## config.mk

```make
export PLATFORM = sky130hd
export DESIGN_NAME = rr_arbiter_8
export DESIGN_NICKNAME = d
export VERILOG_FILES = /design/src/rtl/rr_arbiter_8.sv
export SDC_FILE = /design/constraint.sdc
export NUM_CORES = 1
export LEC_CHECK = 0
export CAP_MARGIN = 20
export CORE_ASPECT_RATIO = 0.7
export CORE_UTILIZATION = 53
export DETAILED_ROUTE_END_ITERATION = 7
export PLACE_DENSITY = 0.77
export SYNTH_ARGS = -nofsm -noshare
export SYNTH_HDL_FRONTEND = slang
export SYNTH_SLANG_ARGS = --single-unit
```

## constraint.sdc

```tcl
create_clock -name clk_i -period 3.8 [get_ports clk_i]
set_input_delay 1.14 -clock clk_i [delete_from_list [all_inputs] [get_ports clk_i]]
set_output_delay 1.14 -clock clk_i [all_outputs]
set_load 0.01 [all_outputs]
```

## src/rtl/rr_arbiter_8.sv

```systemverilog
// rr_arbiter_8: eight-way round-robin arbiter releasing on ack, withdraw or timeout.
// Ports: clk_i, rst_n_i (async, low); req_0_i..req_7_i requests; ack_i grant done;
//        grant_0_o..grant_7_o one-hot grant; grant_valid_o any grant; timeout_o release pulse.
module rr_arbiter_8 #(
   parameter int unsigned TIMEOUT_CYCLES = 16
) (
   input  logic clk_i,
   input  logic rst_n_i,
   input  logic req_0_i,
   input  logic req_1_i,
   input  logic req_2_i,
   input  logic req_3_i,
   input  logic req_4_i,
   input  logic req_5_i,
   input  logic req_6_i,
   input  logic req_7_i,
   input  logic ack_i,
   output logic grant_0_o,
   output logic grant_1_o,
   output logic grant_2_o,
   output logic grant_3_o,
   output logic grant_4_o,
   output logic grant_5_o,
   output logic grant_6_o,
   output logic grant_7_o,
   output logic grant_valid_o,
   output logic timeout_o
);

   localparam logic [0:0] IDLE  = 1'b0;
   localparam logic [0:0] GRANT = 1'b1;
   localparam logic [7:0] HOLD_MAX = 8'(TIMEOUT_CYCLES - 1);

   logic [7:0] req;
   logic [7:0] grant_q;
   logic [0:0] state_q;
   logic [2:0] ptr_q;
   logic [2:0] idx_q;
   logic [7:0] hold_q;
   logic       valid_q;
   logic       timeout_q;
   logic [2:0] sel_idx;
   logic       sel_hit;
   logic       hit_max;
   logic       withdraw;
   logic       release_g;

   assign req = {req_7_i, req_6_i, req_5_i, req_4_i,
                 req_3_i, req_2_i, req_1_i, req_0_i};

   // First requester at or above ptr; the 3-bit add wraps 7 -> 0.
   always_comb begin
      sel_hit = 1'b0;
      sel_idx = ptr_q;
      for (int i = 0; i < 8; i++) begin
         if (!sel_hit && req[ptr_q + 3'(i)]) begin
            sel_hit = 1'b1;
            sel_idx = ptr_q + 3'(i);
         end
      end
   end

   assign hit_max   = (hold_q == HOLD_MAX);
   assign withdraw  = !req[idx_q];
   assign release_g = ack_i || withdraw || hit_max;

   always_ff @(posedge clk_i or negedge rst_n_i) begin
      if (!rst_n_i) begin
         state_q   <= IDLE;
         grant_q   <= '0;
         valid_q   <= 1'b0;
         timeout_q <= 1'b0;
         ptr_q     <= '0;
         idx_q     <= '0;
         hold_q    <= '0;
      end else begin
         timeout_q <= 1'b0;
         case (state_q)
            IDLE: begin
               if (sel_hit) begin
                  state_q <= GRANT;
                  idx_q   <= sel_idx;
                  grant_q <= 8'b1 << sel_idx;
                  valid_q <= 1'b1;
                  hold_q  <= '0;
               end
            end
            GRANT: begin
               if (release_g) begin
                  state_q   <= IDLE;
                  grant_q   <= '0;
                  valid_q   <= 1'b0;
                  hold_q    <= '0;
                  ptr_q     <= idx_q + 3'd1;
                  // ack or withdraw on the last cycle wins over timeout
                  timeout_q <= hit_max && !ack_i && !withdraw;
               end else begin
                  hold_q <= hold_q + 8'd1;
               end
            end
         endcase
      end
   end

   assign grant_0_o     = grant_q[0];
   assign grant_1_o     = grant_q[1];
   assign grant_2_o     = grant_q[2];
   assign grant_3_o     = grant_q[3];
   assign grant_4_o     = grant_q[4];
   assign grant_5_o     = grant_q[5];
   assign grant_6_o     = grant_q[6];
   assign grant_7_o     = grant_q[7];
   assign grant_valid_o = valid_q;
   assign timeout_o     = timeout_q;

endmodule

```

After elaboration in Yosys (flattened, before gate mapping)
Index checks and enable logic that the tools add are counted.
{"block": "totals", "ff_bits": 25, "out_inout_bits": 10}
{"block": "op_classes", "add_sub_neg": 9, "n_reduce_logical": 23, "eq_ne": 3, "order_cmp": 9, "shifts": 1, "bitwise": 1, "mux": 47}
{"op": "3-bit by 4-bit less-than comparator with 1-bit output (second input constant)", "n": 9}
{"op": "8-bit two-way mux", "n": 4}
{"op": "8-bit case mux with 2 select lines", "n": 2}
{"op": "1-bit binary-select mux with 3-bit select", "n": 9}
{"op": "1-bit two-way mux", "n": 23}
{"op": "3-bit two-way mux", "n": 7}
{"op": "3-bit adder (second input constant)", "n": 4}
{"op": "1-bit logical AND", "n": 9}
{"op": "1-bit logical NOT", "n": 9}
{"op": "8-bit by 1-bit adder with 8-bit output (second input constant)", "n": 1}
{"op": "8-bit by 4-bit equality test with 1-bit output (second input constant)", "n": 1}
{"op": "1-bit by 3-bit << shifter with 8-bit output (first input constant)", "n": 1}
{"op": "3-bit by 1-bit adder with 3-bit output (second input constant)", "n": 2}
{"op": "3-bit by 2-bit adder with 3-bit output (second input constant)", "n": 2}
{"op": "2-bit AND reduction", "n": 3}
{"op": "1-bit case mux with 2 select lines", "n": 2}
{"op": "1-bit logical OR", "n": 2}
{"op": "2-bit by 1-bit != test with 1-bit output (second input constant)", "n": 1}
{"op": "2-bit != test (second input constant)", "n": 1}
{"op": "1-bit inverter", "n": 1}

Logic depth before layout (Yosys ltp)
{"block": "logic_depth", "ltp_word": 27, "ltp_mapped": 14}

Least setup slack after synthesis
No wires, ideal clock.
{"block": "synth_path", "kind": "in2reg", "start": "input req_5_i", "end": "register grant_q[2]", "path_slack_ps": 268, "t_arrival_ps": 3411, "setup_time_ps": 122, "path_stages": 8, "path_cell_list": "mux4_2 > buf_6 > mux2_4 > a2111oi_4 > a221o_2 > a211oi_2 > or3_4 > a32o_1"}
{"block": "synth_via", "elab_chain_len": 27, "word_cells_on_any_way": 56, "cone_classes": "2 x eq/ne; 1 x shift; 35 x mux; 18 x reduce/logical"}
{"item": "start, declared", "line": "14", "text": "input logic req_5_i,"}
{"item": "1-bit binary-select mux with 3-bit select", "line": "56", "text": "if (!sel_hit && req[ptr_q + 3'(i)]) begin"}
{"item": "1-bit two-way mux (implied by the code)", "line": "56"}
{"item": "1-bit two-way mux", "line": "56"}
{"item": "1-bit logical NOT", "line": "56"}
{"item": "1-bit logical AND", "line": "56"}
{"item": "1-bit two-way mux", "line": "56"}
{"item": "1-bit logical NOT", "line": "56"}
{"item": "1-bit logical AND", "line": "56"}
{"item": "(+11 left out)"}
{"item": "1-bit logical AND", "line": "56"}
{"item": "1-bit two-way mux", "line": "56"}
{"item": "1-bit logical NOT", "line": "56"}
{"item": "1-bit logical AND", "line": "56"}
{"item": "3-bit two-way mux", "line": "56"}
{"item": "1-bit by 3-bit << shifter with 8-bit output", "line": "83", "text": "grant_q <= 8'b1 << sel_idx;"}
{"item": "8-bit two-way mux", "line": "80", "text": "if (sel_hit) begin"}
{"item": "8-bit case mux with 2 select lines", "line": "78", "text": "case (state_q)"}
{"item": "end signal, assigned", "line": "83"}
{"item": "end, declared", "line": "35", "text": "logic [7:0] grant_q;"}
Parallel ways exist; a longest one is shown, timed or not. The select of a mux whose other input is x is not followed.
A chain may end at the register's enable or synchronous reset.

Worst setup path after layout
{"block": "layout_path", "start": "input req_4_i", "end": "register grant_q[3]"}
{"block": "layout_via", "elab_chain_len": 27, "word_cells_on_any_way": 56, "cone_classes": "2 x eq/ne; 1 x shift; 35 x mux; 18 x reduce/logical"}
{"item": "start, declared", "line": "13", "text": "input logic req_4_i,"}
{"item": "1-bit binary-select mux with 3-bit select", "line": "56"}
{"item": "1-bit two-way mux (implied by the code)", "line": "56"}
{"item": "1-bit two-way mux", "line": "56"}
{"item": "1-bit logical NOT", "line": "56"}
{"item": "1-bit logical AND", "line": "56"}
{"item": "1-bit two-way mux", "line": "56"}
{"item": "1-bit logical NOT", "line": "56"}
{"item": "1-bit logical AND", "line": "56"}
{"item": "(+11 left out)"}
{"item": "1-bit logical AND", "line": "56"}
{"item": "1-bit two-way mux", "line": "56"}
{"item": "1-bit logical NOT", "line": "56"}
{"item": "1-bit logical AND", "line": "56"}
{"item": "3-bit two-way mux", "line": "56"}
{"item": "1-bit by 3-bit << shifter with 8-bit output", "line": "83"}
{"item": "8-bit two-way mux", "line": "80"}
{"item": "8-bit case mux with 2 select lines", "line": "78"}
Parallel ways exist; a longest one is shown, timed or not. The select of a mux whose other input is x is not followed.

==> flow_metrics.env <==
export IMPL_yosysMostFrequentCell="nand2_1"
export IMPL_routed_wl_mm=5.75
export IMPL_synth_common_cells="36 x nand2_1, 25 x dfrtp_1, 24 x nor2_1"
export IMPL_grt_pass1_vias=1975
export IMPL_ys_ff_latch=25
export IMPL_routedWlPerCell_um=16.1
export IMPL_clock_skew_final_ns=0.00703
export IMPL_pwr_density_cell_nw_per_um2=1050
export IMPL_holdBufCountCts=0
export IMPL_period_share_pct=99.0
export IMPL_finalWeightedCongestion=0.888
export IMPL_placed_area_um2=2810
export IMPL_first_iter_violations=145
export IMPL_pre_cts_slack_ns=-0.333
export IMPL_crit_chain="clkdlybuf4s50_1 -> buf_4 -> mux2_2 -> mux2i_1 -> a221oi_4 -> o22ai_1 -> a221oi_1 -> a211oi_1 -> or3_4 -> a32o_1"
export IMPL_setup_ws_ns=0.0373
export IMPL_hold_viol_final=0
export IMPL_viasPerCell=5.94
export IMPL_cts_buffer_depth=2
export IMPL_path_clk_slew_ns=0.08
export IMPL_async_flop_share_pct=100
export IMPL_io_pins=21
export IMPL_cp_start_kind="primary input"
export IMPL_nets=318
export IMPL_dr_total_vias=2120
export IMPL_die_area_um2=4820
export IMPL_worst_pin_slew_ns=0.514
export IMPL_total_power_mw=3.05
export IMPL_syn_avg_cell_area_um2=9.45
export IMPL_crit_type="primary input to register"
export IMPL_fin_crit_ns=3.76
export IMPL_max_cap_viol_count=0
export IMPL_cpPeakStageDelay_ns=0.56
export IMPL_drive_gt1_share_pct=28.5
export IMPL_ir_drop_v=0.000519
export IMPL_ys_warn_count=0
export IMPL_fillerInstances=369
export IMPL_htree_levels=1
export IMPL_antenna_found_initial=0
export IMPL_rows=20
export IMPL_cts_root_buf="clkbuf_8"
export IMPL_synth_edf_count=0
export IMPL_netlist_area_um2=2410
export IMPL_fin_tns_setup_ns=0
export IMPL_synth_area_leader_cell="dfrtp_1"
export IMPL_outcome="finished, final reports clean"
export IMPL_required_ns=3.96
export IMPL_crit_fanout=8
export IMPL_syn_to_final_growth_pct=20.5
export IMPL_grt_pass1_wl_mm=9.54
export IMPL_reg2reg_setup_slack_ns=0.38
export IMPL_ys_types=61
export IMPL_finalMaxSlewViolations=0
export IMPL_port_buffers=20
export IMPL_ant_nets=0
export IMPL_drt_first_pass_iters=4
export IMPL_post_layout_nonfiller_instances=357
export IMPL_post_route_util_pct=66.7
export IMPL_synth_main_ff_cell="dfrtp_1"
export IMPL_worst_setup_path_end_kind="register"
export IMPL_grt_overflow_total=0
export IMPL_yosys_top_cells_area="dfrtp_1 26%, mux4_2 6.5%, nand2_1 5.6%"
export IMPL_finish_instance_area_um2=2900
export IMPL_grt_max_degree=27
export IMPL_die_y_um=58.4
export IMPL_setup_viol=0
export IMPL_dp_hpwl_mm=4.34
export IMPL_initial_utilization_pct=55.3
export IMPL_diodes=0
export IMPL_holdWs_ns=0.481
export IMPL_core_area_um2=4350
export IMPL_synth_top_area_share_pct=26.0
export IMPL_fmax_ghz=0.266
export IMPL_clock_sinks=25
export IMPL_cts_tree="done"
export IMPL_hold_class="register to register"
export IMPL_clk_latency_ns=0.27
export IMPL_maxSlewHeadroom_pct=65.8
export IMPL_syn_instance_count=255
export IMPL_critical_path_slowest_cell="clkdlybuf4s50_1"
export IMPL_crit_arrival_ns=3.92
export IMPL_cts_inserted_buffers=3
export IMPL_syn_num_nets=270
export IMPL_drc=0
export IMPL_ys_seq_area_share_pct=26.0
export IMPL_grt_use_total_pct=26.4
export IMPL_die_w_um=82.6
export IMPL_dp_cells=352
export IMPL_leakage_nw=1.26
[power by group]
part           switching (mW)  total [mW]  internal [mW]  leakage [nW]
Combinational            1.29        2.48           1.19         0.907
Sequential             0.0729       0.411          0.338         0.331
Clock                  0.0848       0.160         0.0751        0.0228
Total                    1.45        3.05           1.60          1.26
[cell type report]
| cell class | count | area [um2] | share of cell area [%] |
|---|---|---|---|
| inverters | 7 | 26.3 | 0.905 |
| multi-input cells | 208 | 1630 | 56.3 |
| flip-flops and latches | 25 | 626 | 21.6 |
| well taps | 55 | 68.8 | 2.37 |
| clock buffers | 4 | 45.0 | 1.55 |
| repair buffers | 58 | 503 | 17.3 |
[registers in the layout (all words and copies together), names as in the netlist]
name,cells
state_q,1
grant_q,8
idx_q,3
ptr_q,3
grant_valid_o,1
timeout_o,1
hold_q,8
[what timing repair did]
item / CTS / global route
buffers inserted: 0 / 1
pin swaps: 0 / 2
endpoints found under the setup margin: 5 / 11
resized for setup: 1 / 16
[final timing paths]
| path | start | to | cells after the start |
|---|---|---|---|
| worst max-delay path | req_4_i | grant_q[3] | 10 |
| worst min register to register | hold_q[7] | hold_q[7] | 1 |
| min in group asynchronous | rst_n_i | hold_q[4] | 2 |
| max in group asynchronous | rst_n_i | idx_q[1] | 2 |
| worst min-delay path | hold_q[7] | hold_q[7] | 1 |
| worst max register to register | ptr_q[1] | grant_q[3] | 12 |
[metal layers]
| metal | global-route usage [%] | vias up | part of all wire [%] |
|---|---|---|---|
| met5 | 0 | - | 0 |
| met4 | 3.94 | 0 | 0.63 |
| met3 | 4.50 | 6 | 4.6 |
| met2 | 38.8 | 50 | 43 |
| met1 | 41.5 | 1013 | 52 |
| li1 | - | 1051 | - |
[cells in the final DEF, fill, tap and decap left out, types with 3 or more instances in the layout]
cell type | synthesis | routed
buf_4 | 1 | 38
nand2_1 | 36 | 34
dfrtp_1 | 25 | 25
nor2_1 | 24 | 24
o21ai_0 | 23 | 23
clkdlybuf4s50_1 | 0 | 13
mux2i_1 | 11 | 11
mux4_2 | 7 | 10
mux2_2 | 8 | 8
dlymetal6s2s_1 | 0 | 7
inv_1 | 6 | 6
o31ai_1 | 6 | 6
nand2b_1 | 5 | 5
xnor2_1 | 5 | 4
a21oi_1 | 4 | 4
nor2b_1 | 4 | 4
or2_2 | 4 | 4
a32o_1 | 4 | 4
o22ai_1 | 3 | 3
nor3_1 | 4 | 3
and3_1 | 3 | 3
nand3_1 | 3 | 3
a221oi_1 | 3 | 3
ha_1 | 4 | 3
clkbuf_8 | 5 | 3
[worst max-delay path: cells and delay by family]
kind,cells,cell delay [ns]
compound gates,5,1.33
buf+inv,2,0.73
simple gates,1,0.43
mux,2,0.29
[kinds of logic (layout without fill, tap and decap cells)]
family / after synthesis / after routing / share of synthesized area [%]
simple gates: 94 / 94 / 18.4
compound gates: 71 / 71 / 22.9
xor+xnor: 8 / 8 / 3.69
fa+ha+maj: 4 / 4 / 2.08
buf+inv: 22 / 69 / 7.06
flops: 25 / 25 / 26.0
mux: 31 / 31 / 19.8
No activity file was read; power rests on OpenSTA's default activity.
